File: config.mk
export PLATFORM = sky130hd
export DESIGN_NAME = add32_sequencer
export DESIGN_NICKNAME = d
export VERILOG_FILES = /design/src/rtl/add32_sequencer.sv
export SDC_FILE = /design/constraint.sdc
export NUM_CORES = 1
export LEC_CHECK = 0
export CORE_ASPECT_RATIO = 0.75
export CORE_MARGIN = 4
export CORE_UTILIZATION = 55
export DETAILED_ROUTE_END_ITERATION = 10
export MAX_ROUTING_LAYER = met4
export PLACE_DENSITY = 0.9
export SYNTH_ARGS = -nofsm -noshare
export SYNTH_HDL_FRONTEND = slang
export SYNTH_SLANG_ARGS = --single-unit
File: constraint.sdc
create_clock -name clock -period 7.56 [get_ports clock]
set_input_delay 1.134 -clock clock [delete_from_list [all_inputs] [get_ports clock]]
set_output_delay 1.134 -clock clock [all_outputs]
set_load 0.05 [all_outputs]
File: src/rtl/add32_sequencer.sv
// 32-bit add/subtract done in two 16-bit passes through one shared carry-select adder,
// with a valid/ready handshake on both sides.

module carry_select_add16 (
    input  logic [15:0] x,
    input  logic [15:0] y,
    input  logic        carry_in,
    output logic [15:0] sum,
    output logic        carry_out
);
    logic [8:0] lo_full;
    logic [8:0] hi_c0;
    logic [8:0] hi_c1;

    // Upper byte is precomputed for both possible carries; the lower carry picks one.
    always_comb begin
        lo_full = {1'b0, x[7:0]} + {1'b0, y[7:0]} + {8'd0, carry_in};
        hi_c0   = {1'b0, x[15:8]} + {1'b0, y[15:8]};
        hi_c1   = {1'b0, x[15:8]} + {1'b0, y[15:8]} + 9'd1;
        sum[7:0] = lo_full[7:0];
        if (lo_full[8]) begin
            sum[15:8] = hi_c1[7:0];
            carry_out = hi_c1[8];
        end else begin
            sum[15:8] = hi_c0[7:0];
            carry_out = hi_c0[8];
        end
    end
endmodule

// state | meaning
// IDLE  | in_ready high, waiting for an operation
// LOW   | adding the low halves, carry_in = sub
// HIGH  | adding the high halves, carry_in = low-half carry
// DONE  | result presented, waiting for out_ready
module add32_sequencer (
    input  logic        clock,
    input  logic        reset,
    input  logic        in_valid,
    output logic        in_ready,
    input  logic [31:0] a,
    input  logic [31:0] b,
    input  logic        sub,
    output logic        out_valid,
    input  logic        out_ready,
    output logic [31:0] result,
    output logic        carry_out,
    output logic        overflow
);
    localparam logic [1:0] ST_IDLE = 2'd0;
    localparam logic [1:0] ST_LOW  = 2'd1;
    localparam logic [1:0] ST_HIGH = 2'd2;
    localparam logic [1:0] ST_DONE = 2'd3;

    logic [1:0]  state;
    logic [31:0] a_q;
    logic [31:0] b_q;
    logic        sub_q;
    logic        carry_q;

    logic [15:0] add_x;
    logic [15:0] add_y;
    logic        add_cin;
    logic [15:0] add_sum;
    logic        add_cout;

    assign in_ready = (state == ST_IDLE);

    always_comb begin
        if (state == ST_HIGH) begin
            add_x   = a_q[31:16];
            add_y   = b_q[31:16];
            add_cin = carry_q;
        end else begin
            add_x   = a_q[15:0];
            add_y   = b_q[15:0];
            add_cin = sub_q;
        end
    end

    carry_select_add16 u_add (
        .x         (add_x),
        .y         (add_y),
        .carry_in  (add_cin),
        .sum       (add_sum),
        .carry_out (add_cout)
    );

    always_ff @(posedge clock) begin
        if (reset) begin
            state     <= ST_IDLE;
            a_q       <= 32'd0;
            b_q       <= 32'd0;
            sub_q     <= 1'b0;
            carry_q   <= 1'b0;
            out_valid <= 1'b0;
            result    <= 32'd0;
            carry_out <= 1'b0;
            overflow  <= 1'b0;
        end else begin
            case (state)
                ST_IDLE: begin
                    if (in_valid) begin
                        a_q   <= a;
                        b_q   <= sub ? ~b : b;
                        sub_q <= sub;
                        state <= ST_LOW;
                    end
                end
                ST_LOW: begin
                    result[15:0] <= add_sum;
                    carry_q      <= add_cout;
                    state        <= ST_HIGH;
                end
                ST_HIGH: begin
                    result[31:16] <= add_sum;
                    carry_out     <= add_cout;
                    overflow      <= (a_q[31] == b_q[31]) & (add_sum[15] != a_q[31]);
                    out_valid     <= 1'b1;
                    state         <= ST_DONE;
                end
                default: begin
                    // A request arriving with out_ready is left for the next IDLE cycle.
                    if (out_ready) begin
                        out_valid <= 1'b0;
                        state     <= ST_IDLE;
                    end
                end
            endcase
        end
    end
endmodule
==> metrics.md <==
| Metric | Value |
|---|---|
| Outcome | finished clean |
| Area of the core | 9080 um2 |
| Post-synth ARST share | 0% |
| Comb pwr share | 51.1% |
| Met2 Resource Use GR | 39.9% |
| Crit path max fanout | 37 |
| Seq pwr share | 30.8% |
| Clock Latency Late Sink | 340 ps |
| Cells after Synth | 575 |
| Met3 Use GR | 5.24% |
| PortBufs | 104 |
| Ys Warns | 0 |
| Critical Path Start Type | flip-flop |
| CP max stage delay | 810 ps |
| First-pass GRT wire length | 20900 um |
| Post-route design area | 6510 um2 |
| Worst path most repeated cell | a211o_1 |
| Cell-internal power | 1.44 mW |
| Hold/Removal Path Class | reg2reg |
| CTS tree | built |
| Sequential fraction of the synthesis area | 40.1% |
| Setup_tns | 0 ps |
| Drt drc | 0 |
| CTS Root Cell | clkbuf_16 |
| Final nets | 744 |
| Initial antenna violation count | 0 |
| Post-DRT Antenna Nets | 0 |
| Post-DP HPWL | 9150 um |
| Syn avg cell area | 8.95 um2 |
| Post-DP Area | 6210 um2 |
| Setup-failing EPs final | 0 |
| Worst EP arrival | 4520 ps |
| DIE AREA | 11000 um2 |
| Post-synth EDFFs | 0 |
| Initial core utilization | 56.6% |
| First-pass DRT Iterations | 5 |
| H-tree depth | 3 |
| # clock sinks | 103 |
| Antenna Diode Count | 0 |
| DIE HEIGHT | 91.8 um |
| GPL Wtd Cong | 0.898 |
| CP Class | reg2reg |
| GR peak layer | met2 |
| Mapped Area | 5140 um2 |
| Pin count of the biggest net entering global routing | 109 |
| Overall Power | 2.53 mW |
| Power share of the clock group | 18.1% |
| Fmax | 234 MHz |
| Yosys cell types | 48 |
| Routed WL | 12900 um |
| Total GRT Usage | 24.1% |
| Detailed router's first-iteration violation count | 331 |
| Worst-Margin Slew | 1130 ps |
| Slowest CP cell | ha_2 |
| Worst slew margin | 24.3% |
| Critical Path RT | 7810 ps |
| I/O pins | 105 |
| Vias after detailed routing | 4437 |
| Final hold violations | 0 |
| Post-CTS Hold Buffers | 0 |
| Syn Nets | 666 |
| GR Util met1 | 29.3% |
| Post-cts sizing count | 0 |
| Most common cell after layout, fill and taps aside | dfxtp_1 |
| Vias per cell | 5.65 |
| Crit share post-route | 56.5% |
| Sw Ratio | 43.2% |
| Clock transition at path regs | 70 ps |
| RSZ-0062 raised after global routing | no |
| Final Util | 71.7% |
| CTS max path bufs | 2 |
| Endpoint class of the critical path | flip-flop |
| Average wire per standard cell | 16.4 um |
| Commonest cells after routing, fill and taps aside | dfxtp_1 (103), clkdlybuf4s50_1 (102), nor2_1 (78), nand2_1 (75), a211oi_1 (46) |
| Top FF cell, synth | dfxtp_1 |
| Pwr dens | 389 nW/um2 |
| Clock buffer count from CTS | 9 |
| Final setup margin | 3290 ps |
| Buf/Inv on CP | 1 |
| Final Max Tran Viols | 0 |
| Clock skew | 11.7 ps |
| Crit-path leading delay family | adder cells |
| Place WS | 3390 ps |
| Post-CTS Setup Bufs | 0 |
| Leak Pwr | 2.45 nW |
| Register bit total from synthesis | 103 |
| Net switching power | 1.10 mW |
| Die W | 120 um |
| Vias in the first global route | 4354 |
| Area Growth Syn to Fin | 26.6% |
| Rows | 30 |
| Cell Chain, Critical Path | inv_1, ha_2, mux2_2, ha_1, fa_1, a211o_1, a211o_1, a221oi_4, nand4_2, xnor2_2, nand3b_1, a311oi_2 |
| Gr ovfl total | 0 |
| Max-cap viol count | 0 |
| Time the worst path needs with I/O delays and setup | 4270 ps |
| Layout cells sized above 1 | 10.5% |
| Max VDD drop | 0.188 mV |
## cells in the mapped netlist (5+ instances only)
master	number	area [um2]
buf_1	8	30.0
xnor2_1	43	377
clkbuf_1	32	120
nand2_1	75	282
nand3_1	5	25.0
mux2_2	33	372
xor2_1	5	43.8
ha_1	19	238
a21oi_1	44	220
nor2_1	78	293
dfxtp_1	103	2060
a211oi_1	46	345
inv_1	11	41.3
mux2i_1	19	190
## final timing paths
kind | end | slack, ps | depth (start not counted) | from
hold reg to reg | a_q[14] | 460 | 2 | a_q[14]
hold / removal | a_q[14] | 460 | 2 | a_q[14]
setup reg to reg | overflow | 3290 | 12 | state[0]
setup / recovery | overflow | 3290 | 12 | state[0]
## registers in the layout, indices dropped and copies added (netlist names)
register / count
state: 2
result: 32
carry_q: 1
carry_out: 1
a_q: 32
b_q: 32
overflow: 1
sub_q: 1
out_valid: 1
## layout make-up
class                      count  area, um2
clock buffer                  11        253
clock inverter                 5       46.3
fill                         655       2570
inverter                      11       41.3
multi-input combinational    421       2900
sequential                   103       2060
tap                          128        160
timing repair buffer         107       1060
## metrics by stage
stage	hold WS [ps]	cells
after floorplan	433	575
after global placement	440	770
after detailed placement	447	770
after CTS	456	786
after global routing	480	786
final	456	786
## layer usage
layer | vias up | wire, um
li1 | 2157 | -
met1 | 2050 | 5640
met2 | 198 | 6150
met3 | 32 | 791
met4 | 0 | 337
met5 | - | 0
## worst min-delay path: stages (launching register included)
cell and delay (ps):
dfxtp_1 310, nand2_1 50, a21oi_1 50
## power groups by stage
stage	combinational (mW)	sequential, mW	clock [mW]
global route	1.39	0.795	0.483
finish	1.29	0.781	0.459
global placement	1.22	0.779	0
CTS	1.28	0.779	0.463
floorplan	0.754	0.954	0
detailed placement	1.27	0.788	0
## logic make-up after synthesis
group           Yosys count  share of synthesized area [%]
buf+inv                  51                           3.72
simple gates            178                           14.4
xor+xnor                 50                           8.80
mux                      52                           10.9
flops                   103                           40.1
fa+ha+maj                22                           5.79
compound gates          119                           16.2
Note: power is estimated with default switching activity, not from simulation.
